### config.mk
export PLATFORM = sky130hd
export DESIGN_NAME = bcd_to_bin_seq_flat
export DESIGN_NICKNAME = d
export VERILOG_FILES = /design/src/rtl/bcd_pkg.sv /design/src/rtl/bcd_to_bin_seq_if.sv /design/src/rtl/bcd_digit_mac.sv /design/src/rtl/bcd_to_bin_seq.sv /design/src/flat_wrapper.sv
export SDC_FILE = /design/constraint.sdc
export NUM_CORES = 1
export LEC_CHECK = 0
export BUFFER_PORTS_ARGS = -buffer_cell sky130_fd_sc_hd__buf_4
export CAP_MARGIN = 20
export CELL_PAD_IN_SITES_DETAIL_PLACEMENT = 0
export CELL_PAD_IN_SITES_GLOBAL_PLACEMENT = 2
export CORE_ASPECT_RATIO = 0.6
export CORE_MARGIN = 2
export CORE_UTILIZATION = 32
export DETAILED_ROUTE_END_ITERATION = 8
export PLACE_DENSITY_LB_ADDON = 0.1
export SLEW_MARGIN = 20
export SYNTH_ARGS = -nofsm -noshare
export SYNTH_HDL_FRONTEND = slang
export SYNTH_SLANG_ARGS = --single-unit
### constraint.sdc
create_clock -name clk -period 2.77 [get_ports clk]
set_clock_uncertainty 0.05 [all_clocks]
set_input_delay 0.277 -clock clk [delete_from_list [all_inputs] [get_ports clk]]
set_output_delay 0.277 -clock clk [all_outputs]
set_load 0.01 [all_outputs]
### src/rtl/bcd_pkg.sv
// rtl/bcd_pkg.sv - shared types and constants for the BCD-to-binary converter
// Purpose: state encoding, default geometry and the largest legal BCD digit.
// Ports: none (package).
package bcd_pkg;

  typedef enum logic [1:0] {
    IDLE = 2'd0,
    CONV = 2'd1,
    DONE = 2'd2
  } state_t;

  localparam int NDIG_DEFAULT = 3;
  localparam int BW_DEFAULT   = 10;

  localparam logic [3:0] BCD_MAX_DIGIT = 4'd9;

endpackage

### src/rtl/bcd_to_bin_seq_if.sv
// rtl/bcd_to_bin_seq_if.sv - producer/consumer handshake bundle for bcd_to_bin_seq
// Purpose: groups the input word handshake and the result handshake.
// Ports (signals):
//   in_valid/in_ready/bcd_in        - packed BCD word from the producer
//   out_valid/out_ready/bin_out/err - binary result to the consumer
// Modports: master = producer/consumer side, slave = converter side.
interface bcd_to_bin_seq_if
  import bcd_pkg::*;
#(
  parameter int NDIG = NDIG_DEFAULT,
  parameter int BW   = BW_DEFAULT
);

  logic              in_valid;
  logic              in_ready;
  logic [4*NDIG-1:0] bcd_in;
  logic              out_valid;
  logic              out_ready;
  logic [BW-1:0]     bin_out;
  logic              err;

  modport master (
    output in_valid, bcd_in, out_ready,
    input  in_ready, out_valid, bin_out, err
  );

  modport slave (
    input  in_valid, bcd_in, out_ready,
    output in_ready, out_valid, bin_out, err
  );

endinterface

### src/rtl/bcd_digit_mac.sv
// rtl/bcd_digit_mac.sv - combinational acc*10 + digit step
// Purpose: one Horner step of decimal-to-binary conversion.
// Ports:
//   acc           in  BW  running binary value
//   digit         in  4   next BCD digit (most significant first)
//   acc_next      out BW  acc*10 + digit, truncated to BW bits
//   digit_illegal out 1   digit is not a decimal digit (> 9)
module bcd_digit_mac
  import bcd_pkg::*;
#(
  parameter int BW = BW_DEFAULT
) (
  input  logic [BW-1:0] acc,
  input  logic [3:0]    digit,
  output logic [BW-1:0] acc_next,
  output logic          digit_illegal
);

  // x*10 = x*8 + x*2, avoiding a generic multiplier
  assign acc_next      = (acc << 3) + (acc << 1) + BW'(digit);
  assign digit_illegal = (digit > BCD_MAX_DIGIT);

endmodule

### src/rtl/bcd_to_bin_seq.sv
// rtl/bcd_to_bin_seq.sv - sequential packed-BCD to binary converter
// Purpose: accepts one NDIG-digit packed BCD word, converts it MSD-first
//          over NDIG cycles and presents the binary result until consumed.
//          Words containing a nibble > 9 are flagged with err and bin_out=0.
// Ports:
//   clk    in  rising-edge clock
//   rst_n  in  asynchronous active-low reset
//   bus    slave modport of bcd_to_bin_seq_if (both handshakes)
module bcd_to_bin_seq
  import bcd_pkg::*;
#(
  parameter int NDIG = NDIG_DEFAULT,
  parameter int BW   = BW_DEFAULT
) (
  input  logic              clk,
  input  logic              rst_n,
  bcd_to_bin_seq_if.slave   bus
);

  localparam int CW = (NDIG > 1) ? $clog2(NDIG) : 1;

  state_t            state_q, state_d;
  logic [4*NDIG-1:0] word_q,  word_d;
  logic [BW-1:0]     acc_q,   acc_d;
  logic [CW-1:0]     cnt_q,   cnt_d;
  logic              err_q,   err_d;

  logic              illegal_in;
  logic [3:0]        cur_digit;
  logic [BW-1:0]     mac_sum;
  logic              mac_illegal;

  bcd_digit_mac #(.BW(BW)) u_mac (
    .acc           (acc_q),
    .digit         (cur_digit),
    .acc_next      (mac_sum),
    .digit_illegal (mac_illegal)
  );

  // Screen every nibble of the offered word so a bad word skips conversion
  always_comb begin
    illegal_in = 1'b0;
    for (int k = 0; k < NDIG; k++) begin
      if (bus.bcd_in[4*k +: 4] > BCD_MAX_DIGIT) illegal_in = 1'b1;
    end
  end

  // cnt counts from 0, so digit NDIG-1-cnt walks from the top nibble down
  always_comb begin
    cur_digit = 4'd0;
    for (int k = 0; k < NDIG; k++) begin
      if (CW'(NDIG - 1 - k) == cnt_q) cur_digit = word_q[4*k +: 4];
    end
  end

  always_comb begin
    state_d = state_q;
    word_d  = word_q;
    acc_d   = acc_q;
    cnt_d   = cnt_q;
    err_d   = err_q;
    case (state_q)
      IDLE: begin
        if (bus.in_valid) begin
          word_d = bus.bcd_in;
          acc_d  = '0;
          cnt_d  = '0;
          if (illegal_in) begin
            err_d   = 1'b1;
            state_d = DONE;
          end else begin
            err_d   = 1'b0;
            state_d = CONV;
          end
        end
      end
      CONV: begin
        acc_d = mac_sum;
        // Cannot fire for a screened word; kept sticky as a safety net
        err_d = err_q | mac_illegal;
        cnt_d = cnt_q + CW'(1);
        if (cnt_q == CW'(NDIG - 1)) begin
          cnt_d   = '0;
          state_d = DONE;
        end
      end
      DONE: begin
        if (bus.out_ready) begin
          acc_d   = '0;
          err_d   = 1'b0;
          state_d = IDLE;
        end
      end
      default: begin
        acc_d   = '0;
        cnt_d   = '0;
        err_d   = 1'b0;
        state_d = IDLE;
      end
    endcase
  end

  always_ff @(posedge clk or negedge rst_n) begin
    if (!rst_n) begin
      state_q <= IDLE;
      word_q  <= '0;
      acc_q   <= '0;
      cnt_q   <= '0;
      err_q   <= 1'b0;
    end else begin
      state_q <= state_d;
      word_q  <= word_d;
      acc_q   <= acc_d;
      cnt_q   <= cnt_d;
      err_q   <= err_d;
    end
  end

  // Handshake outputs decode state only; results are masked outside DONE
  // because acc holds partial sums during CONV.
  assign bus.in_ready  = (state_q == IDLE);
  assign bus.out_valid = (state_q == DONE);
  assign bus.bin_out   = (state_q == DONE) ? acc_q : '0;
  assign bus.err       = (state_q == DONE) ? err_q : 1'b0;

endmodule

### src/flat_wrapper.sv
// flat-port wrapper written by rule: the top's interface ports become plain ports
module bcd_to_bin_seq_flat import bcd_pkg::*;
#(
  parameter int NDIG = NDIG_DEFAULT,
  parameter int BW   = BW_DEFAULT
)
  (clk, rst_n, bus_in_valid, bus_bcd_in, bus_out_ready, bus_in_ready, bus_out_valid, bus_bin_out, bus_err);
  bcd_to_bin_seq_if #(.NDIG(NDIG), .BW(BW)) bus_i ();
  input  logic clk;
  input  logic rst_n;
  input wire logic [$bits(bus_i.in_valid)-1:0] bus_in_valid;
  input wire logic [$bits(bus_i.bcd_in)-1:0] bus_bcd_in;
  input wire logic [$bits(bus_i.out_ready)-1:0] bus_out_ready;
  output wire logic [$bits(bus_i.in_ready)-1:0] bus_in_ready;
  output wire logic [$bits(bus_i.out_valid)-1:0] bus_out_valid;
  output wire logic [$bits(bus_i.bin_out)-1:0] bus_bin_out;
  output wire logic [$bits(bus_i.err)-1:0] bus_err;
  assign bus_i.in_valid = bus_in_valid;
  assign bus_i.bcd_in = bus_bcd_in;
  assign bus_i.out_ready = bus_out_ready;
  assign bus_in_ready = bus_i.in_ready;
  assign bus_out_valid = bus_i.out_valid;
  assign bus_bin_out = bus_i.bin_out;
  assign bus_err = bus_i.err;
  bcd_to_bin_seq #(.NDIG(NDIG), .BW(BW)) u_core (.clk(clk), .rst_n(rst_n), .bus(bus_i));
endmodule
# [After elaboration in Yosys (flattened, before gate mapping)]
# Index checks and enable logic that the tools add are counted.
[classes] addsub=3 n_lt_le_gt_ge=4 n_eq_ne=8 muxes=23 n_bitwise=2 n_reduce_logical=6
[ops] cell="$mux 10" n=3
[ops] cell="$pmux 10 s3" n=1
[ops] cell="$gt 4x4->1 const B" n=4
[ops] cell="$mux 2" n=6
[ops] cell="$mux 4" n=3
[ops] cell="$pmux 2 s3" n=2
[ops] cell="$add 10x10->10" n=1
[ops] cell="$add 10x4->10" n=1
[ops] cell="$mux 1" n=7
[ops] cell="$reduce_and 2->1" n=3
[ops] cell="$eq 2x2->1 const B" n=2
[ops] cell="$logic_not 2->1" n=2
[ops] cell="$ne 2x2->1 const B" n=2
[ops] cell="$pmux 1 s3" n=1
[ops] cell="$reduce_and 3->1" n=1
[ops] cell="$add 2x1->2 const B" n=1
[ops] cell="$eq 1x2->1 const A" n=1
[ops] cell="$eq 2x1->1 const B" n=1
[ops] cell="$eq 2x2->1 const A" n=1
[ops] cell="$ne 2x1->1 const B" n=1
[ops] cell="$not 1->1" n=1
[ops] cell="$or 1x1->1" n=1
[word_totals] ff_bits=27 out_inout_bits=13

# [Longest topological paths before layout]
# Gate-level depths: netlist of the first run.
[logic_depth] word_depth=7 mapped_depth=12

# [Cells and area by module]
# From an unflattened synthesis of the first run, not the netlist that was laid out.
[unflattened] cells_unflattened=154 area_unflattened_um2=1739.2
[by_module_without_submodules] mod="bcd_to_bin_seq" n_inst=1 cells_per_inst=106 area_each_um2=1326.3
[by_module_without_submodules] mod="bcd_digit_mac" n_inst=1 cells_per_inst=48 area_each_um2=412.9

# [Worst setup path before layout of the first run]
# No wires, ideal clock.
[synth_path] kind="reg-to-reg" from="register u_core.cnt_q[1]" to="register u_core.acc_q[8]" t_arrival_ns=2.543 required_ns=2.587 slack_ns=0.044 stages_incl_launch_ff=12 path_buffers=1 cell_sequence="dfrtp_1 -> buf_4 -> mux2i_1 -> or2_2 -> nand2_1 -> fa_1 -> fa_1 -> a21o_1 -> a211oi_1 -> o21bai_1 -> xnor2_1 -> o21ai_0"
[synth_via] elab_chain_cells=6
[synth_rtl] element="start, declared" line="bcd_to_bin_seq.sv:25" text="logic [CW-1:0] cnt_q, cnt_d;"
[synth_rtl] element="start signal, assigned" line="bcd_to_bin_seq.sv:114" text="cnt_q <= cnt_d;"
[synth_rtl] element="$eq 2x2->1" line="bcd_to_bin_seq.sv:52" text="if (CW'(NDIG - 1 - k) == cnt_q) cur_digit = word_q[4*k +: 4];"
[synth_rtl] element="$mux 4 (2 in series)" line="bcd_to_bin_seq.sv:52"
[synth_rtl] element="$mux 4 (*)" line="bcd_to_bin_seq.sv:52"
[synth_rtl] element="$add 10x4->10 (*)" line="bcd_digit_mac.sv:20" text="assign acc_next = (acc << 3) + (acc << 1) + BW'(digit);"
[synth_rtl] element="$pmux 10 s3 (*)" line="bcd_to_bin_seq.sv:62" text="case (state_q)"
[synth_rtl] element="end signal, assigned" line="bcd_to_bin_seq.sv:107" text="acc_q <= '0;"
[synth_rtl] element="end signal, assigned" line="bcd_to_bin_seq.sv:113" text="acc_q <= acc_d;"
[synth_rtl] element="end, declared" line="bcd_to_bin_seq.sv:24" text="logic [BW-1:0] acc_q, acc_d;"
# Mark *: on every way between the ends. The rest lies on a longest branch, timed or not.
# A chain may end at the register's enable or synchronous reset.

# [Worst setup path after layout of the first run]
# Ends and elaborated chain as after synthesis.

==> reports/metrics.yaml, run 1 <==
clockRootBuffer: "clkbuf_8"
hold_end: "u_core.word_q[8]$_DFFE_PN0P_"
htreeDepth: 1
drv_slew: 0
syn_inst: 152
power_frac_clock_pct: 12.4
drc_errors: 0
final_cell_mix: "35 x buf_4, 26 x dfrtp_1, 13 x ha_1"
nNetsFinal: 220
swShare_pct: 39.2
hold_depth: 2
clkTransAtPathRegs_ns: 0.09
status: "finished clean"
vias: 1207
clock_sinks: 27
ys_ff_latch: 27
overflow: 0
switchingPower_w: 0.000719
worstSetupPathType: "flip-flop to flip-flop"
ant_nets: 0
max_cap_viol_count: 0
routedWlPerCell_um: 15.6
antenna_found_initial: 0
drt_pass1_iterations: 4
die_area_sq_mm: 0.00587
dpl.hpwl_um: 2890
seq_power_share_pct: 37.1
reg2reg_from: "u_core.cnt_q[1]$_DFFE_PN0P_"
hp-start: "bus_bcd_in[8]"
core_area_sq_mm: 0.00505
diodes: 0
power_leakage_nw: 1.01
cts_buffers: 3
place_congestion: 0.737
cp.arrival_ns: 2.74
rsz0062_at_grt: "false"
finalSetupTns_ns: 0
whs_ns: 0.173
drt_wl_total_um: 3940
fin_crit_sh_pct: 95.1
synth_top_area_share_pct: 40.2
critPathRequiredTime_ns: 2.88
synth_cell_types: 36
cts.path.max_buffers: 2
setup_viol: 0
netlist_area_sq_mm: 0.00168
grt_max_degree: 28
drive_gt1_share_pct: 33.7
insertion_delay_ns: 0.28
peakVddDrop_uv: 247
track_usage_pct: 13.7
ys_seq_area_share_pct: 40.2
yosys-top-cells-area: "dfrtp_1 40%, ha_1 10%, mux2_4 7.1%"
power_w: 0.00184
timing_worst_slew_pin_value_ns: 0.493
io_pins: 29
areaGrowthSynthToFinish_pct: 22.2
r2r_cells: 11
fin_crit_ns: 2.63
port_buffers: 28
p_comb_share_pct: 50.5
power_density_mw_per_mm2: 895
die_w_um: 97.6
fmax_ghz: 0.380
syn-num-nets: 184
ys.warnings.count: 0
crit_fanout: 5
avgSynthCellArea_sq_um: 11.1
fp.dieH_um: 60.1
viasPerCell: 4.77
hold_viol_final: 0
cts_tree: "built"
critPathLaunchType: "flip-flop"
r2r_slack_ns: 0.14
grt_pass1_wl_um: 6100
yosys.area.top_type: "dfrtp_1"
p_int_w: 0.00112
start_util_pct: 33.2
regToRegEndpoint: "u_core.acc_q[8]$_DFFE_PN0P_"
layout_commonest_cell: "buf_4"
drt_iter0_markers: 53
slew_headroom_pct: 67.0
hold_class: "input port to flip-flop"
grt_pass1_vias: 1147
rows: 20
end_kind: "flip-flop"
## how the worst max path moves through the flow
stage / from / to / slack, ns / depth (start not counted)
after global routing: u_core.cnt_q[1]$_DFFE_PN0P_ / u_core.acc_q[7]$_DFFE_PN0P_ / 0.003 / 10
after floorplan: u_core.cnt_q[1]$_DFFE_PN0P_ / u_core.acc_q[8]$_DFFE_PN0P_ / 0.04 / 11
after detailed placement: u_core.cnt_q[1]$_DFFE_PN0P_ / u_core.acc_q[8]$_DFFE_PN0P_ / 0.005 / 11
after CTS: u_core.cnt_q[1]$_DFFE_PN0P_ / u_core.acc_q[8]$_DFFE_PN0P_ / 0.04 / 10
after global placement: u_core.cnt_q[1]$_DFFE_PN0P_ / u_core.acc_q[8]$_DFFE_PN0P_ / 0.03 / 10
final: u_core.cnt_q[1]$_DFFE_PN0P_ / u_core.acc_q[8]$_DFFE_PN0P_ / 0.14 / 11
## cell families after synthesis
kind of cell,count (synthesis),share of synthesized area [%]
xor gates and xnor gates,8,4.17
and+or+nand+nor,41,13.1
adders and majority gates,16,12.8
AOI/OAI and AO/OA,37,13.6
buffers and inverters,6,3.20
DFF,27,40.2
muxes,17,12.9
## cell usage after synthesis
cell type / instances
dfrtp_1: 27
a21o_1: 3
o21ai_0: 13
ha_1: 14
buf_6: 1
or2b_1: 1
nor2b_1: 4
a31oi_1: 1
a22o_1: 4
xor2_1: 3
and2_4: 1
buf_12: 1
mux2_4: 8
and4_1: 1
or2_2: 1
clkbuf_1: 2
nand2b_1: 1
buf_4: 2
xnor2_1: 5
nor2_2: 1
mux2_2: 5
and2b_1: 1
nor3_1: 1
a211oi_1: 2
mux2i_1: 4
a31o_2: 1
fa_1: 2
o21bai_1: 1
nor2_1: 4
a211oi_2: 1
nand3_1: 2
a21oi_1: 9
o21ai_1: 1
and2_1: 11
nand2_1: 12
o22ai_1: 1
## sequential cells by signal, summed over array words and instances, names as in the netlist
| register | flops |
|---|---|
| u_core.word_q | 12 |
| u_core.acc_q | 10 |
| u_core.cnt_q | 2 |
| u_core.state_q | 2 |
| u_core.err_q | 1 |
## power groups by stage
stage          sequential, W  clock [W]  combinational, W
3_3_place_gp        0.000697          0          0.000874
5_1_grt             0.000703   0.000253           0.00102
3_5_place_dp        0.000690          0          0.000866
4_1_cts             0.000683   0.000240          0.000892
6_report            0.000681   0.000228          0.000929
2_1_floorplan       0.000635          0          0.000672
## critical path, cell delays in order, from the launching register on
cell,delay (ns)
dfrtp_1,0.43
buf_6,0.15
mux2i_1,0.11
o21ai_1,0.18
ha_1,0.26
ha_2,0.21
fa_2,0.39
a21o_1,0.19
a211oi_2,0.23
o21bai_1,0.11
xnor2_1,0.14
o21ai_1,0.07
## cell type report
type                       instances  area [sq um]
multi-input combinational        119           963
timing repair buffer              37           284
clock buffer                       3          41.3
fill                             507          3000
clock inverter                     1          5.00
tap                               66          82.6
sequential                        27           677
## metrics by stage
stage               instances  util [%]  cell area, sq um  setup WS, ns
finish                    253      40.6              2050         0.137
CTS                       248      39.6              2000        0.0415
detailed placement        243      38.4              1940       0.00468
global route              253      40.6              2050       0.00344
global placement          243      38.4              1940        0.0251
floorplan                 152         -              1680        0.0441
## repair_timing
action                                  CTS  global route
resized for setup                         2             7
pin swaps                                 0             3
hold endpoints to repair                 27             0
hold buffers                              1             0
endpoints found under the setup margin    1             2
setup buffers                             0             5
## routing by layer
layer  global-route usage (%)  part of all wire, %  vias up
li1                         -                    -      610
met1                     21.1                   56      577
met2                     18.9                   40       16
met3                     3.63                  3.2        4
met4                     2.98                 0.63        0
met5                        0                    0        -
No activity file was read; power rests on OpenSTA's default activity.
==> run 2: changes to the inputs <==
- CORE_UTILIZATION: 32 -> 39
- clock period: 2.77 -> 3.1 ns (I/O delays scaled with it)
==> run 2 against run 1 <==
Effect of this change: sequential power shrank 9.7%; sequential cell count is the same; maximum frequency shrank 9.4%; power shrank 16%; hold slack gained 0.042 ns; cell area shrank 4.1%; sequential share of layout area grew 1.4 points; via count shrank 2.5%; critical path type unchanged.
==> reports/metrics.yaml, run 2 (synthesized netlist as in run 1, its figures left out) <==
timing_worst_slew_pin_value_ns: 0.932  # +0.438 ns
reg2reg_from: "u_core.cnt_q[1]$_DFFE_PN0P_"
routedWlPerCell_um: 14.6  # -6.5%
clkTransAtPathRegs_ns: 0.09  # about the same
largest_register_ffs: 12  # unchanged
port_buffers: 28  # unchanged
design_area_sq_mm: 0.00197  # -4.1%
grt_max_degree: 28  # unchanged
rsz0062_at_grt: "false"
vias: 1177  # -2.5%
hold_end: "u_core.word_q[4]$_DFFE_PN0P_"
dpl_cell_area_sq_mm: 0.00191  # -1.5%
ant_nets: 0  # unchanged
finalSetupTns_ns: 0  # unchanged
layout_commonest_cell: "buf_4"
clockRootBuffer: "clkbuf_8"
die_w_um: 88.7  # -9.0%
io_pins: 29  # unchanged
worstSetupPathType: "flip-flop to flip-flop"
hold_class: "input port to flip-flop"
fmax_ghz: 0.344  # -9.4%
r2r_slack_ns: 0.19  # +0.06 ns
diodes: 0  # unchanged
fin_crit_ns: 2.91  # +0.272 ns
htreeDepth: 1  # unchanged
viasPerCell: 4.92  # +3.2%
reg.largest.list: "u_core.word_q: 12 flops, u_core.acc_q: 10 flops"
drv_slew: 0  # unchanged
start_util_pct: 40.8  # +7.5 points
hold_depth: 2  # unchanged
areaGrowthSynthToFinish_pct: 17.1
nNetsFinal: 212  # -3.6%
drt_iter0_markers: 67  # +26%
largest-register: "u_core.word_q"
core_area_sq_mm: 0.00412  # -18%
r2r_cells: 10  # -1
die_area_sq_mm: 0.00487  # -17%
regToRegEndpoint: "u_core.acc_q[8]$_DFFE_PN0P_"
max_cap_viol_count: 0  # unchanged
dp_slack_ns: 0.190  # +0.186 ns
cts_tree: "built"
hold_viol_final: 0  # unchanged
critPathLaunchType: "flip-flop"
place_congestion: 0.843  # +14%
power_w: 0.00155  # -16%
overflow: 0  # unchanged
peakVddDrop_uv: 333  # +35%
final_cell_mix: "28 x buf_4, 26 x dfrtp_1, 14 x ha_1"
hp-start: "bus_bcd_in[4]"
finalWorstSetupSlack_ns: 0.195  # +0.0578 ns
track_usage_pct: 15.7  # +2.0 points
grt_pass1_vias: 1065  # -7.1%
drive_gt1_share_pct: 27.9  # -5.8 points
crit_fanout: 8  # +3
whs_ns: 0.215  # +0.0421 ns
antenna_found_initial: 0  # unchanged
power_leakage_nw: 0.968  # -4.2%
fp.dieH_um: 54.8  # -8.8%
cts_buffers: 3  # unchanged
critPathRequiredTime_ns: 3.20  # +0.32 ns
drt_pass1_iterations: 4  # unchanged
grt_pass1_wl_um: 5600  # -8.3%
status: "finished clean"
insertion_delay_ns: 0.27  # about the same
dpl.hpwl_um: 2690  # -7.0%
end_kind: "flip-flop"
clock_sinks: 27  # unchanged
slew_headroom_pct: 37.8  # -29 points
drc_errors: 0  # unchanged
power_density_mw_per_mm2: 785  # -12%
cts.path.max_buffers: 2  # unchanged
cp.arrival_ns: 3.01  # +0.27 ns
drt_wl_total_um: 3480  # -12%
fin_crit_sh_pct: 93.7  # -1.3 points
setup_viol: 0  # unchanged
rows: 18  # -10%
-- run 2: changes by cell type in the layout (fill, tap and decap cells not counted), sizes merged --
cell / previous run / this run
buf: 36 / 28
clkinv: 1 / 0
clkbuf: 3 / 4
-- run 2: repair_timing --
action / in CTS / in global routing
setup buffers: 0 / 0
hold buffers: 1 / 0
resized for setup: 0 / 1
setup endpoints to repair: 0 / 1
endpoints found under the hold margin: 27 / 0
-- run 2: metal layers --
| layer | track usage (%) | up-vias | share of wire (%) |
|---|---|---|---|
| li1 | - | 590 | - |
| met1 | 26.1 | 561 | 57 |
| met2 | 20.0 | 24 | 39 |
| met3 | 3.62 | 2 | 3.4 |
| met4 | 2.27 | 0 | 0.55 |
| met5 | 0 | - | 0 |
-- run 2: cell type report --
cell class	instances	area, sq um
clock buffer	4	45.0
sequential	27	677
multi-input combinational	119	951
tap	60	75.1
timing repair buffer	29	220
fill	396	2150
-- run 2: worst max path at each step --
stage / from / end / slack (ns) / cells after the start
after global routing: u_core.cnt_q[0]$_DFFE_PN0P_ / u_core.acc_q[8]$_DFFE_PN0P_ / 0.03 / 10
after global placement: u_core.cnt_q[1]$_DFFE_PN0P_ / u_core.acc_q[8]$_DFFE_PN0P_ / 0.25 / 10
final: u_core.cnt_q[1]$_DFFE_PN0P_ / u_core.acc_q[8]$_DFFE_PN0P_ / 0.19 / 10
after floorplan: u_core.cnt_q[1]$_DFFE_PN0P_ / u_core.acc_q[8]$_DFFE_PN0P_ / 0.37 / 11
after detailed placement: u_core.cnt_q[1]$_DFFE_PN0P_ / u_core.acc_q[8]$_DFFE_PN0P_ / 0.19 / 10
after CTS: u_core.cnt_q[1]$_DFFE_PN0P_ / u_core.acc_q[8]$_DFFE_PN0P_ / 0.16 / 10
-- run 2: per-stage QoR --
| stage | util [%] | cells |
|---|---|---|
| global placement | 46.4 | 234 |
| floorplan | - | 152 |
| CTS | 47.7 | 239 |
| detailed placement | 46.4 | 234 |
| finish | 47.8 | 239 |
| global route | 47.8 | 239 |
-- run 2: worst max-delay path, stage by stage (launching register included) --
cell and delay (ns):
dfrtp_2 0.49, mux2i_1 0.15, or2_2 0.29, nand2_1 0.08
fa_1 0.46, fa_1 0.48, a21o_1 0.19, a211oi_1 0.26
o21bai_1 0.13, xnor2_1 0.13, o21ai_0 0.08
-- run 2: power breakdown --
| part | switching [W] | leakage, nW | internal, W |
|---|---|---|---|
| clock network | 0.000106 | 0.0228 | 0.0000921 |
| logic | 0.000358 | 0.603 | 0.000375 |
| registers | 0.000131 | 0.342 | 0.000484 |
| total | 0.000595 | 0.968 | 0.000951 |
